[config.mk]
export PLATFORM = sky130hd
export DESIGN_NAME = moore_seq_detector
export DESIGN_NICKNAME = d
export VERILOG_FILES = /design/src/rtl/moore_seq_detector.sv
export SDC_FILE = /design/constraint.sdc
export NUM_CORES = 1
export LEC_CHECK = 0
export ABC_AREA = 0
export CORE_AREA = 2 2 39 41
export DETAILED_ROUTE_END_ITERATION = 10
export DIE_AREA = 0 0 41 43
export GPL_TIMING_DRIVEN = 0
export SYNTH_ARGS = -nofsm -noshare
export SYNTH_HDL_FRONTEND = slang
export SYNTH_SLANG_ARGS = --single-unit
[constraint.sdc]
create_clock -name clk -period 1.3 [get_ports clk]
set_clock_uncertainty 0.2 [all_clocks]
set_input_delay 0.39 -clock clk [delete_from_list [all_inputs] [get_ports clk]]
set_output_delay 0.39 -clock clk [all_outputs]
set_load 0.01 [all_outputs]
[src/rtl/moore_seq_detector.sv]
// Moore serial sequence detector for an arbitrary compile-time pattern.
// The first received bit of the pattern is PATTERN[PAT_LEN-1].
// Runtime overlap select, clock enable, registered output.
// Optional saturating match counter: define MOORE_SEQ_CNT_EN to include it.
module moore_seq_detector #(
  parameter int                 PAT_LEN = 4,
  parameter logic [PAT_LEN-1:0] PATTERN = 4'b1011,
  parameter int                 CNT_W   = 8
) (
  input  logic             clk,
  input  logic             rst,
  input  logic             en,
  input  logic             in,
  input  logic             overlap,
  output logic             out
`ifdef MOORE_SEQ_CNT_EN
  ,output logic [CNT_W-1:0] match_cnt
`endif
);

  localparam int SW = $clog2(PAT_LEN + 1);
  localparam int NT = 2 ** SW;

  typedef logic [SW-1:0] state_t;

  // Pattern bit in receive order: index 0 is the first bit on the wire.
  function automatic logic pat_bit(int i);
    return PATTERN[PAT_LEN-1-i];
  endfunction

  // Longest pattern prefix that is a suffix of (first k pattern bits, b).
  function automatic int delta(int k, logic b);
    int   best;
    int   si;
    logic ok;
    logic sb;
    best = 0;
    for (int j = 1; j <= PAT_LEN; j++) begin
      if (j <= k + 1) begin
        ok = 1'b1;
        for (int i = 0; i < j; i++) begin
          si = k + 1 - j + i;
          sb = (si == k) ? b : pat_bit(si);
          if (sb != pat_bit(i)) ok = 1'b0;
        end
        if (ok) best = j;
      end
    end
    return best;
  endfunction

  // Longest proper prefix of the pattern that is also its suffix.
  function automatic int fail_full();
    int   best;
    logic ok;
    best = 0;
    for (int j = 1; j < PAT_LEN; j++) begin
      ok = 1'b1;
      for (int i = 0; i < j; i++)
        if (pat_bit(i) != pat_bit(PAT_LEN - j + i)) ok = 1'b0;
      if (ok) best = j;
    end
    return best;
  endfunction

  localparam state_t S_FULL = SW'(PAT_LEN);
  localparam state_t S_FAIL = SW'(fail_full());

  // Transition table for states S0..S_{PAT_LEN-1}, built at elaboration.
  // Sized to the full state-code range so indexing needs no range guard.
  state_t tab0 [NT];
  state_t tab1 [NT];

  for (genvar k = 0; k < NT; k++) begin : g_tab
    if (k < PAT_LEN) begin : g_v
      assign tab0[k] = SW'(delta(k, 1'b0));
      assign tab1[k] = SW'(delta(k, 1'b1));
    end else begin : g_z
      assign tab0[k] = '0;
      assign tab1[k] = '0;
    end
  end

  state_t state_q, state_d, base;

  // Next state: a full match first falls back (to S_FAIL or S0), then takes in.
  always_comb begin
    base = state_q;
    if (state_q == S_FULL) base = overlap ? S_FAIL : '0;
    state_d = in ? tab1[base] : tab0[base];
  end

  // State register, held while en is low.
  always_ff @(posedge clk or negedge rst) begin
    if (!rst)    state_q <= '0;
    else if (en) state_q <= state_d;
  end

  assign out = (state_q == S_FULL);

`ifdef MOORE_SEQ_CNT_EN
  logic [CNT_W-1:0] cnt_q, cnt_d;

  // Count enabled edges that land in the full-match state, saturating.
  always_comb begin
    cnt_d = cnt_q;
    if (state_d == S_FULL && cnt_q != {CNT_W{1'b1}}) cnt_d = cnt_q + 1'b1;
  end

  // Counter register, cleared only by reset.
  always_ff @(posedge clk or negedge rst) begin
    if (!rst)    cnt_q <= '0;
    else if (en) cnt_q <= cnt_d;
  end

  assign match_cnt = cnt_q;
`endif

endmodule

# Word-level counts from Yosys, hierarchy flattened

Memories as Yosys holds them, arrays and structs flattened.
Cells that the tools add are included.

Muxes and demuxes: 7
Bitwise operators: 1
Eq/ne operators: 1
Magnitude comparators: 1

Operators with widths:

| cell                                                     | count |
|---|---|
| 3-bit two-way mux                                        | 6 |
| 4-bit greater-or-equal comparator, second input constant | 1 |
| 3-bit NOT with 4-bit output                              | 1 |
| 3-bit equality test, second input constant               | 1 |
| 1-bit two-way mux                                        | 1 |

Memories kept: 2
Register bits after elaboration: 3
ROM bits: 48
Output and inout port bits: 1

Memories:

| memory           | words | width | rd ports | clocked after Yosys merged registers in | wr ports | RTL line | RTL |
|---|---|---|---|---|---|---|---|
| (name not given) | 8     | 3     | 1        | 0                                       | 0        | 90       | `state_d = in ? tab1[base] : tab0[base];` |
| (name not given) | 8     | 3     | 1        | 0                                       | 0        | 90       |  |

# Depth between registers and ports, before layout

Gate-level depths: netlist of the first run.

Depth after elaboration: 7
Gate-level depth with buffers: 3

# Worst setup path after synthesis of the first run

OpenSTA, ideal clock, no wires.

Kind: reg-to-output
Start: register state_q[0]
End: output out
Slack: 0.002 ns
Stages on the path, launching flop included: 2
Buffers on the path: 0
Arrival time: 0.708 ns
Cells stage by stage: dfrtp_1 nor3_1

Cells in the longest elaborated chain, start to end: 1

RTL lines:

| item                     | RTL line | RTL |
|---|---|---|
| start: declaration       | 84       | `state_t state_q, state_d, base;` |
| start signal: assignment | 96       | `else if (en) state_q <= state_d;` |
| 3-bit equality test      | 99       | `assign out = (state_q == S_FULL);` |
| end: declaration         | 15       | `output logic out` |

Every way passes these cells.

# Worst setup path after layout of the first run

Same ends and word-level chain as after synthesis.

==> results_dict.tcl, run 1 <==
set metrics [dict create \
    synth_cells 17 \
    cp_top_family "flip-flops" \
    ys_types 12 \
    largest_reg_flops 3 \
    syn-num-nets 22 \
    tightest_slew_ns 0.1983 \
    regToRegEndpoint "state_q[1]" \
    critical_path_class "flip-flop to primary output" \
    finalNonFillerCells 46 \
    avgSynthCellArea_um2 9.789 \
    rows 14 \
    worstPathMaxFanout 2 \
    clkLatencyLatePin_ns 0.23 \
    netlist_top_cells_area "dfrtp_1 (45%), and4bb_2 (7.5%), o21ai_0 (6.0%), o32a_1 (6.0%), a2bb2oi_1 (5.3%)" \
    powerDensity_nw_per_um2 1642 \
    total_power_w 0.0005176 \
    num_antenna_cells 0 \
    fin_crit_ns 1.512 \
    design.core.area_um2 1384 \
    grt_max_degree 7 \
    yosys.area.top_type "dfrtp_1" \
    h-tree-depth 1 \
    routed_via_density 4.152 \
    worstPathRequired_ns 0.71 \
    die_x_um 41 \
    grt_pass1_vias 175 \
    reg_top3 "state_q x3" \
    port_buffers 5 \
    worstReg2RegStart "state_q[1]" \
    areaGrowthSynthToFinish_pct 89.47 \
    yosysTopAreaCellShare_pct 45.11 \
    syn_area_um2 166.4 \
    cts_num_sinks 3 \
    hold_path_class "primary input to asynchronous set/reset pin" \
    r2r_setup_slack_ns -0.10 \
    period_share_pct 116.3 \
    drt-pass1-iter-count 1 \
    drt_iter0_drc 0 \
    ant_nets 0 \
    cellLeakagePower_nw 0.1385 \
    final_hold_viol_count 0 \
    startpoint_type "flip-flop" \
    io_pins 6 \
    startpoint "state_q[0]" \
    die_h_um 43 \
    worst_slack_ns -0.2123 \
    wirelength_um 473 \
    yosysSeqAreaShare_pct 45.11 \
    grt_remaining_overflow 0 \
    whs_ns 0.1422 \
    final_area_um2 315.3 \
    dr_total_vias 191 \
    slowest_delay_ns 0.39 \
    gp_congestion 0.6665 \
    synth-warning-count 0 \
    rsz0062_at_grt "yes" \
    grt_pass1_wl_um 717 \
    synth-edff-count 0 \
    drv_cap 0 \
    fmax_mhz 661.2 \
    cts_made_buffers 3 \
    drt_drc_violations_left 0 \
    ys_ff_latch 3 \
    clockBufferDepth 2 \
    fin_nets 36 \
    reg2reg_depth 5 \
    status "finished, violations left" \
    synth_most_common_cell "dfrtp_1" \
    worst_ep_arrival_time_ns 0.92 \
    place_inst 38 \
    ir_drop_mv 0.6051 \
    drive_gt1_share_pct 46.67 \
    violations "setup timing" \
    path_clk_slew_ns 0.04 \
    regMostFlops "state_q" \
    synthTopCellsByCount "dfrtp_1 (3), inv_1 (2), nand2_1 (2), o21ai_0 (2)" \
    slew_viol_final 0 \
    finalSetupViolations 2 \
    antenna_found_initial 0 \
    utilization_pct 22.78 \
    end_kind "primary output" \
    track_usage_pct 6.747 \
    placed_cell_area_um2 236.5 \
    cp_cell_sequence "nor3_2 -> buf_2" \
    wl_per_cell_um 10.28 \
    ys_async_sr_fraction_pct 100.0 \
    dieArea_um2 1763 \
    max_slew_margin_pct 86.70 \
    crit_slowest_cell "dfrtp_1" \
    initial_core_util_pct 12.03 \
    cts_tree "built" \
    synth_flop_cell "dfrtp_1" \
    clock-root-buffer "clkbuf_4" \
    worst-path-buf-inv 1 \
]
==> where the power goes <==
part | internal (W) | switching, W
Clock | 0.000115 | 0.0000443
Combinational | 0.000125 | 0.0000902
Sequential | 0.000122 | 0.0000219
==> placed cells by master, fill, tap and decap left out, types with 2 or more instances in the layout <==
master and instances:
buf_4 3, clkbuf_4 3, clkdlybuf4s50_1 2, dfrtp_1 3, dlygate4sd2_1 2, nand2_1 2
==> how the worst max path moves through the flow <==
stage	cells past startpoint	slack, ns	endpoint
after CTS	3	-0.24	out
final	2	-0.21	out
after detailed placement	2	-0.45	out
after global placement	2	-0.46	out
after floorplan	1	0.002	out
after global routing	2	-0.27	out
==> logic make-up after synthesis <==
group           synth area share (%)
compound gates                 31.58
buf+inv                        4.513
flops                          45.11
simple gates                   18.80
==> timing repair <==
item / in CTS / in global routing
resized for setup: 7 / 6
pin swaps: 1 / 4
hold buffers: 0 / 0
buffers inserted: 3 / 1
setup endpoints to repair: 4 / 3
==> per-layer routing <==
layer	part of all wire, %	global-route usage [%]
met3	7.4	4.712
met2	47	7.813
met4	0	6.000
met5	0	0
met1	46	7.792
==> final cells by class <==
class                      instances  area [um2]
fill                             161        1069
timing repair buffer               9       76.32
multi-input combinational         12       110.1
sequential                         3       75.07
inverter                           2       7.507
tap                               16       20.02
clock buffer                       4       26.28
==> per-stage QoR <==
step,TNS (ns),worst slack [ns]
6_report,-0.3092,-0.2123
2_1_floorplan,0,0.001612
3_5_place_dp,-1.535,-0.4499
3_3_place_gp,-1.543,-0.4610
5_1_grt,-0.4595,-0.2731
4_1_cts,-0.2367,-0.2367
No activity file was read; power rests on OpenSTA's default activity.
==> run 2, diff against run 1 <==
--- a/config.mk
+++ b/config.mk
@@ -10,6 +10,7 @@
 export DETAILED_ROUTE_END_ITERATION = 10
 export DIE_AREA = 0 0 41 43
 export GPL_TIMING_DRIVEN = 0
+export HOLD_SLACK_MARGIN = 0.02
 export SYNTH_ARGS = -nofsm -noshare
 export SYNTH_HDL_FRONTEND = slang
 export SYNTH_SLANG_ARGS = --single-unit
==> results of run 2 <==
No change in the layout: final DEF, timing and power equal those of run 1.
